==> config.mk <==
export PLATFORM = sky130hd
export DESIGN_NAME = alu_arbiter_flat
export DESIGN_NICKNAME = d
export VERILOG_FILES = /design/src/rtl/alu_pkg.sv /design/src/rtl/alu_arbiter_if.sv /design/src/rtl/alu_arbiter_rr_grant2.sv /design/src/rtl/alu_arbiter.sv /design/src/flat_wrapper.sv
export SDC_FILE = /design/constraint.sdc
export NUM_CORES = 1
export LEC_CHECK = 0
export ABC_AREA = 1
export CELL_PAD_IN_SITES_DETAIL_PLACEMENT = 1
export CELL_PAD_IN_SITES_GLOBAL_PLACEMENT = 1
export CORE_UTILIZATION = 29
export DETAILED_ROUTE_END_ITERATION = 10
export PLACE_DENSITY_LB_ADDON = 0.1
export SETUP_SLACK_MARGIN = 0.1
export SYNTH_ARGS = -nofsm -noshare
export SYNTH_HDL_FRONTEND = slang
export SYNTH_SLANG_ARGS = --single-unit
==> constraint.sdc <==
create_clock -name clk -period 1.89 [get_ports clk]
set_input_delay 0.2835 -clock clk [delete_from_list [all_inputs] [get_ports clk]]
set_output_delay 0.2835 -clock clk [all_outputs]
set_load 0.1 [all_outputs]
==> src/rtl/alu_pkg.sv <==
// Shared types and constants for the ALU arbiter and its clients.
package alu_pkg;

   localparam int unsigned Bits   = 5;
   localparam int unsigned FlagW  = 4;

   localparam int unsigned FLAG_N = 3;
   localparam int unsigned FLAG_Z = 2;
   localparam int unsigned FLAG_C = 1;
   localparam int unsigned FLAG_V = 0;

   typedef enum logic [1:0] {
      OP_ADD = 2'b00,
      OP_SUB = 2'b01,
      OP_AND = 2'b10,
      OP_OR  = 2'b11
   } alu_op_t;

   typedef enum logic [1:0] {
      IDLE = 2'd0,
      EXEC = 2'd1,
      RESP = 2'd2
   } arb_state_t;

   // Operation held on the ALU inputs
   typedef struct packed {
      alu_op_t         op;
      logic [Bits-1:0] a;
      logic [Bits-1:0] b;
   } alu_req_t;

   // Result captured from the ALU and returned to the owner
   typedef struct packed {
      logic [Bits-1:0]  result;
      logic [FlagW-1:0] flags;
   } alu_rsp_t;

endpackage

==> src/rtl/alu_arbiter_if.sv <==
// Request/response and ALU-side signal bundle for alu_arbiter.
interface alu_arbiter_if;
   import alu_pkg::*;

   logic [1:0]       req_valid;
   logic [1:0]       req_ready;
   logic [Bits-1:0]  req_a0;
   logic [Bits-1:0]  req_b0;
   logic [Bits-1:0]  req_a1;
   logic [Bits-1:0]  req_b1;
   logic [1:0]       req_op0;
   logic [1:0]       req_op1;
   logic [1:0]       rsp_valid;
   logic [1:0]       rsp_ready;
   logic [Bits-1:0]  rsp_result;
   logic [FlagW-1:0] rsp_flags;
   logic [Bits-1:0]  alu_a;
   logic [Bits-1:0]  alu_b;
   logic [1:0]       alu_ctrl;
   logic [Bits-1:0]  alu_result;
   logic [FlagW-1:0] alu_flags;
   logic             busy;

   modport master (
      output req_valid, req_a0, req_b0, req_a1, req_b1, req_op0, req_op1,
      output rsp_ready, alu_result, alu_flags,
      input  req_ready, rsp_valid, rsp_result, rsp_flags,
      input  alu_a, alu_b, alu_ctrl, busy
   );

   modport slave (
      input  req_valid, req_a0, req_b0, req_a1, req_b1, req_op0, req_op1,
      input  rsp_ready, alu_result, alu_flags,
      output req_ready, rsp_valid, rsp_result, rsp_flags,
      output alu_a, alu_b, alu_ctrl, busy
   );

endinterface

==> src/rtl/alu_arbiter_rr_grant2.sv <==
// Two-way round-robin grant: a lone requester wins, contention goes to
// the requester that was not granted last.
module rr_grant2 (
   input  logic [1:0] req_valid,
   input  logic       last_grant,
   output logic       grant,
   output logic       any_valid
);

   always_comb begin
      any_valid = |req_valid;
      grant     = (req_valid == 2'b11) ? ~last_grant : req_valid[1];
   end

endmodule

==> src/rtl/alu_arbiter.sv <==
// Shares one external ALU between two requesters: accept, drive the ALU for
// one cycle, capture its result and hand it back to the granted requester.
module alu_arbiter
   import alu_pkg::*;
(
   input  logic         clk,
   input  logic         rst_n,
   alu_arbiter_if.slave bus
);

   arb_state_t state_q, state_d;
   logic       last_grant_q, last_grant_d;
   logic       owner_q, owner_d;
   alu_req_t   op_q, op_d;
   alu_rsp_t   rsp_q, rsp_d;
   logic [1:0] rsp_valid_q, rsp_valid_d;
   logic       busy_q, busy_d;
   logic [1:0] req_ready_c;
   logic       grant;
   logic       any_valid;
   alu_req_t   req_sel;

   rr_grant2 u_grant (
      .req_valid  (bus.req_valid),
      .last_grant (last_grant_q),
      .grant      (grant),
      .any_valid  (any_valid)
   );

   // Operands of whichever requester the arbiter is currently offering to
   always_comb begin
      req_sel.op = alu_op_t'(grant ? bus.req_op1 : bus.req_op0);
      req_sel.a  = grant ? bus.req_a1 : bus.req_a0;
      req_sel.b  = grant ? bus.req_b1 : bus.req_b0;
   end

   always_comb begin
      state_d      = state_q;
      last_grant_d = last_grant_q;
      owner_d      = owner_q;
      op_d         = op_q;
      rsp_d        = rsp_q;
      req_ready_c  = 2'b00;

      unique case (state_q)
         IDLE: begin
            if (any_valid) begin
               req_ready_c[grant] = 1'b1;
               op_d               = req_sel;
               owner_d            = grant;
               last_grant_d       = grant;
               state_d            = EXEC;
            end
         end
         EXEC: begin
            rsp_d.result = bus.alu_result;
            rsp_d.flags  = bus.alu_flags;
            state_d      = RESP;
         end
         RESP: begin
            if (bus.rsp_ready[owner_q]) state_d = IDLE;
         end
         default: state_d = IDLE;
      endcase

      // Response valid is a registered decode of the next state
      rsp_valid_d = (state_d == RESP) ? {owner_d, ~owner_d} : 2'b00;
      busy_d      = (state_d != IDLE);
   end

   always_ff @(posedge clk or negedge rst_n) begin
      if (!rst_n) begin
         state_q      <= IDLE;
         last_grant_q <= 1'b1;
         owner_q      <= 1'b0;
         op_q         <= '{op: OP_ADD, a: '0, b: '0};
         rsp_q        <= '0;
         rsp_valid_q  <= 2'b00;
         busy_q       <= 1'b0;
      end else begin
         state_q      <= state_d;
         last_grant_q <= last_grant_d;
         owner_q      <= owner_d;
         op_q         <= op_d;
         rsp_q        <= rsp_d;
         rsp_valid_q  <= rsp_valid_d;
         busy_q       <= busy_d;
      end
   end

   // Nothing is offered while reset is held
   assign bus.req_ready  = req_ready_c & {2{rst_n}};
   assign bus.rsp_valid  = rsp_valid_q;
   assign bus.rsp_result = rsp_q.result;
   assign bus.rsp_flags  = rsp_q.flags;
   assign bus.alu_a      = op_q.a;
   assign bus.alu_b      = op_q.b;
   assign bus.alu_ctrl   = op_q.op;
   assign bus.busy       = busy_q;

endmodule
==> src/flat_wrapper.sv <==
// flat-port wrapper written by rule: the top's interface ports become plain ports
module alu_arbiter_flat import alu_pkg::*;
  (clk, rst_n, bus_req_valid, bus_req_a0, bus_req_b0, bus_req_a1, bus_req_b1, bus_req_op0, bus_req_op1, bus_rsp_ready, bus_alu_result, bus_alu_flags, bus_req_ready, bus_rsp_valid, bus_rsp_result, bus_rsp_flags, bus_alu_a, bus_alu_b, bus_alu_ctrl, bus_busy);
  alu_arbiter_if bus_i ();
  input  logic clk;
  input  logic rst_n;
  input wire logic [$bits(bus_i.req_valid)-1:0] bus_req_valid;
  input wire logic [$bits(bus_i.req_a0)-1:0] bus_req_a0;
  input wire logic [$bits(bus_i.req_b0)-1:0] bus_req_b0;
  input wire logic [$bits(bus_i.req_a1)-1:0] bus_req_a1;
  input wire logic [$bits(bus_i.req_b1)-1:0] bus_req_b1;
  input wire logic [$bits(bus_i.req_op0)-1:0] bus_req_op0;
  input wire logic [$bits(bus_i.req_op1)-1:0] bus_req_op1;
  input wire logic [$bits(bus_i.rsp_ready)-1:0] bus_rsp_ready;
  input wire logic [$bits(bus_i.alu_result)-1:0] bus_alu_result;
  input wire logic [$bits(bus_i.alu_flags)-1:0] bus_alu_flags;
  output wire logic [$bits(bus_i.req_ready)-1:0] bus_req_ready;
  output wire logic [$bits(bus_i.rsp_valid)-1:0] bus_rsp_valid;
  output wire logic [$bits(bus_i.rsp_result)-1:0] bus_rsp_result;
  output wire logic [$bits(bus_i.rsp_flags)-1:0] bus_rsp_flags;
  output wire logic [$bits(bus_i.alu_a)-1:0] bus_alu_a;
  output wire logic [$bits(bus_i.alu_b)-1:0] bus_alu_b;
  output wire logic [$bits(bus_i.alu_ctrl)-1:0] bus_alu_ctrl;
  output wire logic [$bits(bus_i.busy)-1:0] bus_busy;
  assign bus_i.req_valid = bus_req_valid;
  assign bus_i.req_a0 = bus_req_a0;
  assign bus_i.req_b0 = bus_req_b0;
  assign bus_i.req_a1 = bus_req_a1;
  assign bus_i.req_b1 = bus_req_b1;
  assign bus_i.req_op0 = bus_req_op0;
  assign bus_i.req_op1 = bus_req_op1;
  assign bus_i.rsp_ready = bus_rsp_ready;
  assign bus_i.alu_result = bus_alu_result;
  assign bus_i.alu_flags = bus_alu_flags;
  assign bus_req_ready = bus_i.req_ready;
  assign bus_rsp_valid = bus_i.rsp_valid;
  assign bus_rsp_result = bus_i.rsp_result;
  assign bus_rsp_flags = bus_i.rsp_flags;
  assign bus_alu_a = bus_i.alu_a;
  assign bus_alu_b = bus_i.alu_b;
  assign bus_alu_ctrl = bus_i.alu_ctrl;
  assign bus_busy = bus_i.busy;
  alu_arbiter u_core (.clk(clk), .rst_n(rst_n), .bus(bus_i));
endmodule
# Word level (Yosys, flattened, before mapping)
# Index checks and enable logic that the tools add are counted.
dict set report word_totals {
  reg_bits 28
  inputBits 39
  elab_cells 41
}
dict set report op_classes {
  n_lt_le_gt_ge 3
  eq_ne 4
  n_mux 16
  n_bitwise 3
  n_reduce_logical 5
}
# cell count
set ops {}
lappend ops {{2-bit 2-to-1 mux} 6}
lappend ops {{5-bit 2-to-1 mux} 2}
lappend ops {{2-bit equality test (second input constant)} 3}
lappend ops {{1-bit 2-to-1 mux} 6}
lappend ops {{2-bit case mux with 3 select lines} 1}
lappend ops {{1-bit by 2-bit less-than comparator with 1-bit output (second input constant)} 2}
lappend ops {{2-bit AND} 1}
lappend ops {{2-bit by 1-bit equality test with 1-bit output (second input constant)} 1}
lappend ops {{2-bit zero test} 1}
lappend ops {{1-bit NOT} 2}
lappend ops {{2-bit AND reduction} 1}
lappend ops {{2-bit nonzero test} 1}
lappend ops {{2-bit OR reduction} 1}
lappend ops {{1-bit demux with 1-bit select} 1}
lappend ops {{1-bit greater-or-equal comparator (second input constant)} 1}
lappend ops {{1-bit logical AND} 1}

# Depth between registers and ports, before layout
# Gate-level depths: netlist of run 1.
dict set report depth {
  depth_word 9
  ltp_mapped 7
}

# Modules after synthesis
# From an unflattened synthesis of run 1, not the netlist that was laid out.
dict set report hier_totals {
  cells_unflattened 161
  hier_area_um2 1321.3
}
# module n_inst cells_per_inst area_each_um2 seq_area_each_um2
set by_module_without_submodules {}
lappend by_module_without_submodules {alu_arbiter 1 158 1306.3 701.9}
lappend by_module_without_submodules {rr_grant2 1 3 15.0 0.0}

# Least setup slack after synthesis of run 1
# No wires, ideal clock.
dict set report synth_timing {
  path_kind {register -> output}
  from {reg u_core.last_grant_q}
  to {out bus_req_ready[0]}
  arrival_ns 2.179
  t_required_ns 1.607
  setup_slack_ns -0.573
  path_stages_with_launch 6
  cell_sequence {dfstp_2 -> nand2_1 -> nand2_1 -> buf_4 -> nand2_1 -> nor2_1}
}
dict set report synth_via {
  elab_chain_len 9
}
# element line_no
set synth_lines {}
lappend synth_lines {{from (decl)} alu_arbiter.sv:12} ;# logic last_grant_q, last_grant_d;
lappend synth_lines {{from (signal assigned)} alu_arbiter.sv:82} ;# last_grant_q <= last_grant_d;
lappend synth_lines {{1-bit NOT *} alu_arbiter_rr_grant2.sv:12} ;# grant = (req_valid == 2'b11) ? ~last_grant : req_valid[1];
lappend synth_lines {{1-bit 2-to-1 mux *} alu_arbiter_rr_grant2.sv:12}
lappend synth_lines {{1-bit by 2-bit less-than comparator with 1-bit output (implied by the code) / 1-bit greater-or-equal comparator (equally long branches)} alu_arbiter.sv:48} ;# req_ready_c[grant] = 1'b1;
lappend synth_lines {{1-bit logical AND (implied by the code)} alu_arbiter.sv:48}
lappend synth_lines {{1-bit 2-to-1 mux (implied by the code)} alu_arbiter.sv:48}
lappend synth_lines {{1-bit demux with 1-bit select *} -}
lappend synth_lines {{2-bit 2-to-1 mux *} alu_arbiter.sv:47} ;# if (any_valid) begin
lappend synth_lines {{2-bit 2-to-1 mux *} alu_arbiter.sv:45} ;# unique case (state_q)
lappend synth_lines {{2-bit AND *} alu_arbiter.sv:92} ;# assign bus.req_ready = req_ready_c & {2{rst_n}};
lappend synth_lines {{to (decl)} flat_wrapper.sv:17} ;# output wire logic [$bits(bus_i.req_ready)-1:0] bus_req_ready;
# Every way passes the cells marked *; elsewhere a longest branch is shown, timed or not.

# Final worst setup path of run 1
dict set report layout_timing {
  from {in bus_req_valid[0]}
  to {out bus_req_ready[0]}
}
dict set report layout_via {
  elab_chain_len 9
}
# element line_no
set layout_lines {}
lappend layout_lines {{from (decl)} flat_wrapper.sv:7} ;# input wire logic [$bits(bus_i.req_valid)-1:0] bus_req_valid;
lappend layout_lines {{2-bit equality test} alu_arbiter_rr_grant2.sv:12}
lappend layout_lines {{1-bit 2-to-1 mux} alu_arbiter_rr_grant2.sv:12}
lappend layout_lines {{1-bit by 2-bit less-than comparator with 1-bit output (implied by the code) / 1-bit greater-or-equal comparator (equally long branches)} alu_arbiter.sv:48}
lappend layout_lines {{1-bit logical AND (implied by the code)} alu_arbiter.sv:48}
lappend layout_lines {{1-bit 2-to-1 mux (implied by the code)} alu_arbiter.sv:48}
lappend layout_lines {{1-bit demux with 1-bit select} -}
lappend layout_lines {{2-bit 2-to-1 mux *} alu_arbiter.sv:47}
lappend layout_lines {{2-bit 2-to-1 mux *} alu_arbiter.sv:45}
lappend layout_lines {{2-bit AND *} alu_arbiter.sv:92}
# Marked as above.

==> results.txt, run 1 <==
Endpoint kind of the worst setup timing path: an output pin. The logs give 0.311 for the starting density of the core and 4710 um2 for the die area. The number of antenna-violating nets in the routed design was 0; the fraction of layout instances using a drive strength above 1 was 0.216. The largest fanout on the critical path is 2. After synthesis the netlist holds a flip-flop and latch count of 28.

Critical path class: in -> out. The slowest cell on the critical path was clkdlybuf4s50_1. The floorplan step set the die height to 68.6 um. In the final design database the tool counted 272 nets.

The later pin in the worst-skew pair is clocked with a latency of 270 ps. Final core utilization: 0.492. Data arrives at the worst endpoint at 1400 ps.

Clock tree synthesis selected as its root buffer the cell clkbuf_8. In this run the deepest clock path goes through 2 buffers. The fill cell instance count of the final layout was 524.

In the final layout, the multi-input gates occupy 520 um2. The number of global-route vias before repair was 1327; the post-CTS repair timing setup buffer count was 0. At the end of routability-driven placement, the weighted congestion stood at 0.728.

The sum of net half-perimeters after detailed placement came out at 2860 um. Detail-routed net length per standard cell: 13.4 um. The internal reg-to-reg setup slack is 660 ps. The routed design has 3770 um of wire. A synthesized cell averages 7.85 um2.

The number of remaining DRC errors came out at 0. For the first-pass iteration count of the detailed router, the log shows 4. After detailed routing, the number of vias per cell comes to 4.61. The number of antenna diodes in the final layout is 0. The element type at the critical path start is a primary input. Summing all flip-flop and latch instances after layout gives 702 um2. The worst register-to-register path ends at u_core.bus.alu_b[3]$_DFFE_PN0P_.

By area the synthesized netlist is led by dfrtp_1, nand2_1, nand3_1. The critical path goes through clkdlybuf4s50_1 > inv_1 > nand2_2 > nand2_4 > clkinv_2 > nand2_1 > nor2_2 > buf_12. In this run the critical register-to-register path is launched from u_core.last_grant_q$_DFFE_PN1P_. The tools report the initial antenna violation count as 0.

Detailed routing inserted a total of 1299 vias. The logs give 595 MHz for the maximum clock frequency and 23 for the number of core rows. The I/O pin count was 65; the final-report hold violation count was 0.

The floorplan step set the die width to 68.6 um. The number of cells on the worst reg-to-reg path was 7; the count of warnings emitted by yosys was 0. The top cell type's share of synthesized area is 0.525, and the required time reported for the critical path endpoint is 1610 ps. The floorplan step defined a core boundary enclosing 4140 um2. The tools report the sequential share of the synthesized area as 0.545. Setup repair after global routing left no endpoint under its margin. Clock tree synthesis inserted a total of 3 buffers.

For the number of DRC markers in iteration 0, the log shows 31. Setup violations remaining at the end of the flow were counted as 0. The final period utilization is 0.889, and the largest net degree at the start of global routing is 29. The tools report the worst slew slack as a fraction of its limit as 0.736. Leaving out fill and tap cells, the most frequent cells in the layout are nand2_1, clkdlybuf4s50_1, buf_4. Leaving out fill and tap cells, the most frequent cell in the layout is nand2_1.

The synthesized net count came out at 203. The H-tree depth came out at 1. The count of buffers added on input and output ports is 64. The shortest period the worst path allows is 1680 ps.

The total track usage is 0.179, and the slew of the pin with the lowest slew margin is 395 ps. After synthesis, the netlist uses 14 different library cells. Clock-pin slew was measured on the worst setup and hold paths at 100 ps.

For this design, the sink count on the clock tree is 28. The area growth from synthesis to layout works out to 58.4%. TritonCTS built the clock tree.

The largest area contributor in the netlist is dfrtp_1. In this run the worst hold path is classified as in -> async. The delay of the slowest cell on the worst path came out at 500 ps. The flow ran to the end, and the final reports show no timing, DRC or antenna violations. For the number of pins exceeding their max-slew limit in the final report, the log shows 0.

The cell area that synthesis handed to floorplanning was 1290 um2. First-pass GRT wire length: 6160 um. For this run the aggregate overflow at the end of global routing stands at 0. Max-cap violations in this run came to 0. The clock arrives with 3.58 ps of skew. Synthesis produced a netlist whose cell count is 164.
cells by family (layout without fill, tap and decap cells):
| logic type | after synthesis | after routing | share of synthesized area |
|---|---|---|---|
| buf+inv | 15 | 83 | 0.0622 |
| flops | 28 | 28 | 0.545 |
| simple gates | 121 | 121 | 0.393 |
cell type report:
type,count,share of cell area
clock buffers,3,0.0202
flip-flops and latches,28,0.344
well taps,50,0.0307
repair buffers,71,0.320
multi-input cells,121,0.255
clock inverters,1,0.0147
inverters,8,0.0153
what timing repair did:
item / in CTS / in global routing
cloned: 0 / 0
gates resized for setup: 1 / 3
setup endpoints to repair: 1 / 2
hold buffers: 0 / 0
layer usage:
layer | track usage | part of all wire | vias up | wire (um)
met5 | 0 | 0 | - | 0
met4 | 0.0469 | 0.0064 | 0 | 24
met3 | 0.0329 | 0.051 | 2 | 193
met2 | 0.314 | 0.50 | 36 | 1900
met1 | 0.224 | 0.44 | 624 | 1650
li1 | - | - | 637 | -
per-stage QoR:
step                      area (um2)  setup WS (ps)  TNS, ps  std cells  hold WS [ps]
after global routing            2040            115        0        282           448
after floorplan                 1290           -107     -107        164         -12.1
after CTS                       2030            131        0        282           437
after global placement          1960            132        0        278           456
after detailed placement        1960            105        0        278           457
final                           2040            210        0        282           435
sequential cells by signal, indices dropped and copies added, names as in the netlist:
| signal | count |
|---|---|
| u_core.bus.rsp_result | 5 |
| u_core.bus.rsp_flags | 4 |
| u_core.bus.alu_b | 5 |
| u_core.owner_q | 1 |
| u_core.state_q | 2 |
| u_core.bus.rsp_valid | 2 |
| u_core.bus.alu_ctrl | 2 |
| u_core.bus.busy | 1 |
| u_core.bus.alu_a | 5 |
| u_core.last_grant_q | 1 |
critical path: cells and delay by family:
| family | cells | cell delay, ps |
|---|---|---|
| and+or+nand+nor | 4 | 310 |
| buffers and inverters | 4 | 800 |
synthesized netlist by cell type:
library cell / number
dfrtp_1: 27
clkinv_2: 1
nand2_1: 89
dfstp_2: 1
nand2_2: 2
inv_2: 1
nor2_1: 4
nand3_1: 23
buf_4: 3
nand2_4: 2
buf_2: 3
buf_6: 1
nor2_2: 1
inv_1: 6
worst max-delay path by stage:
stage	start	cells past startpoint	to	slack, ps
CTS	u_core.last_grant_q$_DFFE_PN1P_	5	bus_req_ready[0]	130
global placement	bus_req_valid[1]	6	bus_req_ready[0]	130
global route	bus_req_valid[0]	8	bus_req_ready[0]	120
floorplan	u_core.last_grant_q$_DFFE_PN1P_	5	bus_req_ready[0]	-110
finish	bus_req_valid[0]	8	bus_req_ready[0]	210
detailed placement	bus_req_valid[1]	6	bus_req_ready[0]	110
Power of run 1 is left out: the tool's default activity adds up to more than one toggle a clock period on the data nets, which glitch-free logic cannot reach.
==> run 2: changes to the inputs <==
TNS_END_PERCENT = 30   (was unset)
==> run 2 against run 1 <==
  * Clock-buffer cell count unchanged
  * Critical path depth decreased by 4
  * Non-clock buffer count stayed put
  * Flip-flop and latch count unchanged
  * Die area unchanged
  * Wire length grew 0.11%
  * Design area down 0.25%
  * Clock skew about the same
  * Worst setup slack got worse by 17 ps
  * Core utilization fell by 0.12 points
  * Worst hold slack is essentially flat
  * Final cell count unchanged
  * Critical path type is now reg -> out
  * Highest routed layer unchanged
==> results.txt, run 2 (synthesized netlist as in run 1, its figures left out) <==
The run finished with clean final reports. In the layout the commonest cells are nand2_1, clkdlybuf4s50_1, buf_4. The final-stage net count is 272 (unchanged), and the overall die height is 68.6 um (unchanged). The CTS clock-pin slew for the worst setup and hold paths came out at 100 ps (about the same). The fraction of layout instances using a drive strength above 1 was 0.211 (-0.00431).

The starting density of the core is 0.311 (unchanged), and the number of DRC markers in iteration 0 is 29 (-6.5%). For the maximum clock frequency, the log shows 589 MHz (-0.98%). Startpoint of the most critical setup path: u_core.state_q[0]$_DFF_PN0_. For the number of pins exceeding their max-slew limit in the final report, the log shows 0 (unchanged). The largest fanout on the critical path works out to 3 (+1). Aggregate negative setup slack: 0 ps (unchanged). The final period utilization is 0.898 (+0.00883), and the critical path data arrival time is 1410 ps (about the same). Setup repair after global routing could not meet its margin everywhere. The worst slew slack as a fraction of its limit is 0.736 (unchanged). The critical path buffer and inverter count was 1 (-3); the number of core rows was 23 (unchanged). TritonCTS built the clock tree. The cts-stage hold buffer count is 0 (unchanged), and the width of the die is 68.6 um (unchanged). Critical path depth in cells: 4 (-4). The logs give 0 (unchanged) for the global-route congestion overflow total and 2 (unchanged) for the buffer levels on the longest clock path. Routed via count: 1300 (+0.077%).

The shortest period the worst path allows is 1700 ps (+16.7 ps), and the I/O pin count is 65 (unchanged). The number of buffers created by CTS was 3 (unchanged). The delay of the slowest cell on the worst path is 400 ps (-100 ps). The endpoint kind of the worst setup timing path was an output pin. The library cell used most frequently in the layout, excluding fill and tap cells, is nand2_1.

The tools report the beginning of the worst register-to-register path as u_core.last_grant_q$_DFFE_PN1P_. The wire length after detailed routing is 3770 um (+0.11%). The first-pass GRT wire length was 6160 um (unchanged); the number of cells in the design after placement was 278 (unchanged).

The run gives 4710 um2 (unchanged) as the die area. Broken down by cell family, the worst path's largest delay share belongs to simple AND/OR/NAND/NOR gates. The logs give 670 ps (about the same) for the internal reg-to-reg setup slack and 4 (unchanged) for the first-pass iteration count of the detailed router. For the initial antenna violation count, the log shows 0 (unchanged). Clock tree synthesis selected as its root buffer the cell clkbuf_8.

The number of violations of the max-capacitance limit was 0 (unchanged). The min-delay analysis places its worst path in the category in -> async. Detail-routed net length per standard cell: 13.4 um (+0.11%). The signal on the critical path passes through nor2_2 > nand3_1 > nor2_2 > buf_12. The tools report the antenna diode instance count as 0 (unchanged).

The slowest cell on the critical path was dfrtp_1. Counting stages on the worst path, the most repeated cell is nor2_2. For the worst clock skew, the log shows 3.50 ps (-0.0802 ps). The most critical setup path has its endpoint at bus_req_ready[1]. The number of remaining DRC errors was 0 (unchanged); the clock sink count was 28 (unchanged). The routed via count divided by cell count came out at 4.61 (about the same). The critical path in this run is classified as reg -> out. The number of failing setup endpoints in the final timing report was 0 (unchanged); the H-tree depth was 1 (unchanged).

The total track usage was 0.179 (unchanged). Quantity of I/O buffers inserted on ports: 64 (unchanged). The run gives 525 (+0.19%) as the fill cell instance count of the final layout.

The final-report hold violation count was 0 (unchanged); the area growth from synthesis to layout was 58.0%. The latest clock arrival within the worst-skew pair is 270 ps (about the same). The post-route non-filler standard cell count was 282 (unchanged); the sum of net half-perimeters after detailed placement was 2860 um (unchanged).

STA classifies the critical path startpoint as a flip-flop. Largest net degree at the start of global routing: 29 (unchanged). The number of global-route vias before repair was 1327 (unchanged); the slew of the pin with the lowest slew margin was 395 ps (unchanged). The run gives 1610 ps (about the same) as the required time reported for the critical path endpoint.

The placer's final routability congestion estimate came out at 0.728 (unchanged). The tools report the end of the worst register-to-register path as u_core.bus.alu_b[3]$_DFFE_PN0P_. The run gives 4140 um2 (unchanged) as the placeable core region. The number of cells on the worst reg-to-reg path came out at 7 (unchanged). The number of antenna-violating nets in the routed design was 0 (unchanged).
[run 2: through the flow]
step | utilization | cell area (um2) | setup slack (ps) | hold slack, ps
after floorplan | - | 1290 | -107 | -12.1
after global placement | 0.473 | 1960 | 132 | 456
after detailed placement | 0.473 | 1960 | 105 | 457
after CTS | 0.490 | 2030 | 131 | 437
after global routing | 0.491 | 2030 | 98.7 | 448
final | 0.491 | 2030 | 193 | 434
[run 2: worst min path at each step]
| stage | start | to | slack (ps) | cells after the start |
|---|---|---|---|---|
| CTS | rst_n | u_core.bus.alu_ctrl[0]$_DFFE_PN0P_ | 440 | 2 |
| floorplan | rst_n | u_core.bus.alu_a[0]$_DFFE_PN0P_ | -10 | 0 |
| detailed placement | u_core.last_grant_q$_DFFE_PN1P_ | u_core.last_grant_q$_DFFE_PN1P_ | 460 | 2 |
| global route | rst_n | u_core.bus.alu_ctrl[0]$_DFFE_PN0P_ | 450 | 2 |
| global placement | u_core.last_grant_q$_DFFE_PN1P_ | u_core.last_grant_q$_DFFE_PN1P_ | 460 | 2 |
| finish | rst_n | u_core.bus.alu_ctrl[0]$_DFFE_PN0P_ | 430 | 2 |
[run 2: layout make-up]
| class | count | area [um2] | area share |
|---|---|---|---|
| clock inverters | 1 | 30.0 | 0.0148 |
| flip-flops and latches | 28 | 702 | 0.345 |
| multi-input cells | 121 | 515 | 0.253 |
| clock buffers | 3 | 41.3 | 0.0203 |
| inverters | 8 | 31.3 | 0.0154 |
| repair buffers | 71 | 652 | 0.320 |
| well taps | 50 | 62.6 | 0.0308 |
[run 2: timing repair]
item / 4_1_cts / 5_1_grt
endpoints found under the setup margin: 1 / 2
hold endpoints to repair: 0 / 0
gates resized for setup: 1 / 2
buffers inserted: 0 / 0
[run 2: per-layer routing]
layer	global-route usage	share of wire	wire length, um	vias up
li1	-	-	-	638
met1	0.224	0.44	1650	624
met2	0.314	0.50	1900	36
met3	0.0329	0.051	193	2
met4	0.0469	0.0064	24	0
met5	0	0	0	-
Power of run 2 is left out for the same reason.
==> run 3: changes to the inputs <==
ABC_AREA = 0   (was 1)
CORE_UTILIZATION = 31   (was 29)
SLEW_MARGIN = 20   (was unset)
==> run 3 against run 2 <==
  * Clock skew is 1.3 ps lower
  * Critical path type unchanged
  * Design area shrank 2.8%
  * First-iteration DRC count fell by 62%
  * Die area shrank 13%
  * Sequential share of layout area is 0.98 points higher
  * Worst hold slack worse by 43 ps
  * Maximum frequency fell by 7.4%
  * Wire length is 16% lower
  * Global-route usage is 0.94 points lower
  * Clock-buffer cell count unchanged
  * Flip-flop and latch count unchanged
  * Register-to-register slack worse by 230 ps
==> results.txt, run 3 <==
Setup repair after global routing could not meet its margin everywhere. For this run, the leading register cell type out of synthesis is dfrtp_1. The final period utilization works out to 0.970 (+0.0722). The element type at the critical path start is a flip-flop. The area growth from synthesis to layout came out at 65.7%. The mean post-synth cell area is 13.6 um2 (+73%). The I/O pin count is 65 (unchanged), and the number of buffers created by CTS is 3 (unchanged). For the starting density of the core, the log shows 0.324 (+0.0129). The routed via count was 1015 (-22%); the number of antenna-violating nets in the routed design was 0 (unchanged). The count of state elements after synthesis works out to 28 (unchanged). The area used by sequential logic in the layout is 702 um2 (unchanged), and the number of distinct standard cells referenced by the synthesized netlist is 25 (+11). The run gives 0.727 (about the same) as the placer's final routability congestion estimate. The run gives 3690 um2 (-11%) as the placeable core region. The most common cell in the netlist is dfrtp_1.

The delay of the slowest cell on the worst path was 420 ps (+20 ps); the combined area of the multi-input logic cells was 452 um2 (-12%). Fraction of synthesis flops using an asynchronous set or reset pin: 1.00 (unchanged). The endpoint kind of the worst setup timing path is an output pin.

The shortest period the worst path allows works out to 1830 ps (+137 ps). Sum of net half-perimeters after detailed placement: 2510 um (-12%). Among all stages on the critical path, the largest delay is contributed by or3b_4. In the layout the commonest cells are clkdlybuf4s50_1, buf_4, dfrtp_1. Global-route congestion overflow total: 0 (unchanged).

The number of enable flip-flop cells after synthesis is 0 (unchanged). The tools report the worst slew slack as a fraction of its limit as 0.684 (-0.0520). The first-pass iteration count of the detailed router was 3 (-1). The tools report the number of pins exceeding their max-slew limit in the final report as 0 (unchanged). The logs give 25 (-14%) for the largest net degree at the start of global routing and 11 (-62%) for the number of DRC markers in iteration 0. The number of failing setup endpoints in the final timing report was 0 (unchanged); the sequential share of the synthesized area was 0.588 (+0.0429). The flow ran to the end, and the final reports show no timing, DRC or antenna violations. The total track usage is 0.170 (-0.00940), and the number of violations of the max-capacitance limit is 0 (unchanged).

The required time reported for the critical path endpoint was 1610 ps (about the same); the width of the die was 64.1 um (-6.7%). Ranked by total cell area, the synthesized netlist is headed by dfrtp_1, a221o_2, mux2_2. The critical path goes through or3b_4 > a21oi_4 > and2_4 > buf_12. In this run the clock root is driven by a clkbuf_8. For the buffer levels on the longest clock path, the log shows 2 (unchanged). The count of warnings emitted by yosys was 0 (unchanged); the top cell type's share of synthesized area was 0.566 (+0.0413).

The tools report the met3 track demand over resource as 0.0250 (-0.00789). For the synthesized net count, the log shows 127 (-37%). The post-synth design cell area came out at 1190 um2 (-7.3%). Counting instances in the post-synthesis netlist gives the leading cell types as dfrtp_1, and3_1, a221o_2. The fraction of layout instances using a drive strength above 1 was 0.426 (+0.215). The worst clock skew was 2.23 ps (-1.27 ps); the fill cell instance count of the final layout was 392 (-25%). The final worst-path setup slack is 56.5 ps (-137 ps). The layer flagged by global routing as most heavily used is met2. The run gives 0 (unchanged) as the cts-stage hold buffer count.

The largest fanout on the critical path works out to 2 (-1). The H-tree depth is 1 (unchanged). The min-delay analysis places its worst path in the category in -> async. TritonCTS built the clock tree. The latest clock arrival within the worst-skew pair was 270 ps (about the same); the number of core rows was 22 (-4.3%). The overall die height was 64.1 um (-6.7%); the CTS clock-pin slew for the worst setup and hold paths was 100 ps (about the same). The library cell used most frequently in the layout, excluding fill and tap cells, is clkdlybuf4s50_1.

For the maximum clock frequency, the log shows 545 MHz (-7.4%). The clock sink count was 28 (unchanged). The global-route met1 utilization came out at 0.202 (-0.0221).

The routed via count divided by cell count came out at 4.83 (+4.8%). Number of remaining DRC errors: 0 (unchanged). Met2 layer usage reported by global route: 0.310 (-0.00389). The initial antenna violation count was 0 (unchanged). The detail-routed net length per standard cell is 15.2 um (+13%), and the final-stage net count is 202 (-26%). The critical path data arrival time was 1550 ps (+140 ps). The final-report hold violation count is 0 (unchanged), and the number of global-route vias before repair is 1124 (-15%).

The die area came out at 4100 um2 (-13%). The critical path in this run is classified as reg -> out. For the number of standard cells after synthesis, the log shows 88 (-46%). The worst setup slack after placement is -45.4 ps (-151 ps), and the slew of the pin with the lowest slew margin is 469 ps (+74.3 ps). The largest total area in the synthesized netlist belongs to dfrtp_1. Wire length after detailed routing: 3180 um (-16%). The quantity of I/O buffers inserted on ports came out at 64 (unchanged). The first-pass GRT wire length is 5260 um (-15%).

The antenna diode instance count is 0 (unchanged).
run 3: worst paths after layout:
check,startpoint,slack [ps],end,depth (start not counted)
min,rst_n,390,u_core.bus.alu_a[3]$_DFFE_PN0P_,2
max in group asynchronous,rst_n,1110,u_core.last_grant_q$_DFFE_PN1P_,2
min reg2reg,u_core.bus.rsp_flags[2]$_DFFE_PN0N_,510,u_core.bus.rsp_flags[2]$_DFFE_PN0N_,1
max reg2reg,u_core.state_q[0]$_DFF_PN0_,440,u_core.bus.alu_ctrl[0]$_DFFE_PN0P_,5
max,u_core.state_q[1]$_DFF_PN0_,60,bus_req_ready[0],4
min in group clk,u_core.bus.rsp_flags[2]$_DFFE_PN0N_,510,u_core.bus.rsp_flags[2]$_DFFE_PN0N_,1
run 3: kinds of logic after synthesis:
family          count (synthesis)  synth area share
mux                            10            0.0933
simple gates                   24             0.122
buf+inv                         8            0.0356
flops                          28             0.588
compound gates                 18             0.161
run 3: cell type report:
class	instances	area share
Sequential cell	28	0.355
Clock inverter	1	0.0152
Timing Repair Buffer	75	0.345
Tap cell	48	0.0304
Multi-Input combinational cell	52	0.228
Inverter	3	0.00569
Clock buffer	3	0.0209
run 3: per-stage QoR:
stage / setup TNS [ps] / cell area, um2 / utilization / hold WS, ps / std cells
floorplan: 0 / 1190 / - / -12.1 / 88
global placement: -55.8 / 1890 / 0.513 / 490 / 204
detailed placement: -45.4 / 1890 / 0.513 / 496 / 204
CTS: 0 / 1980 / 0.536 / 398 / 210
global route: 0 / 1980 / 0.536 / 405 / 210
finish: 0 / 1980 / 0.536 / 391 / 210
run 3: worst max-delay path, delay by kind of cell (launching register included):
family,cells,cell delay [ps]
AOI/OAI and AO/OA,1,120
buffers and inverters,1,170
DFF,1,400
and+or+nand+nor,2,590
run 3: what timing repair did:
action                                 CTS  global route
resized for setup                        2             0
endpoints found under the hold margin    0             0
pin swaps                                1             0
setup endpoints to repair                2             2
setup buffers                            2             0
run 3: metal layers:
metal,part of all wire,routed length [um]
met5,0,0
met4,0.0069,22
met3,0.043,137
met2,0.54,1710
met1,0.41,1310
Power of run 3 is left out for the same reason.
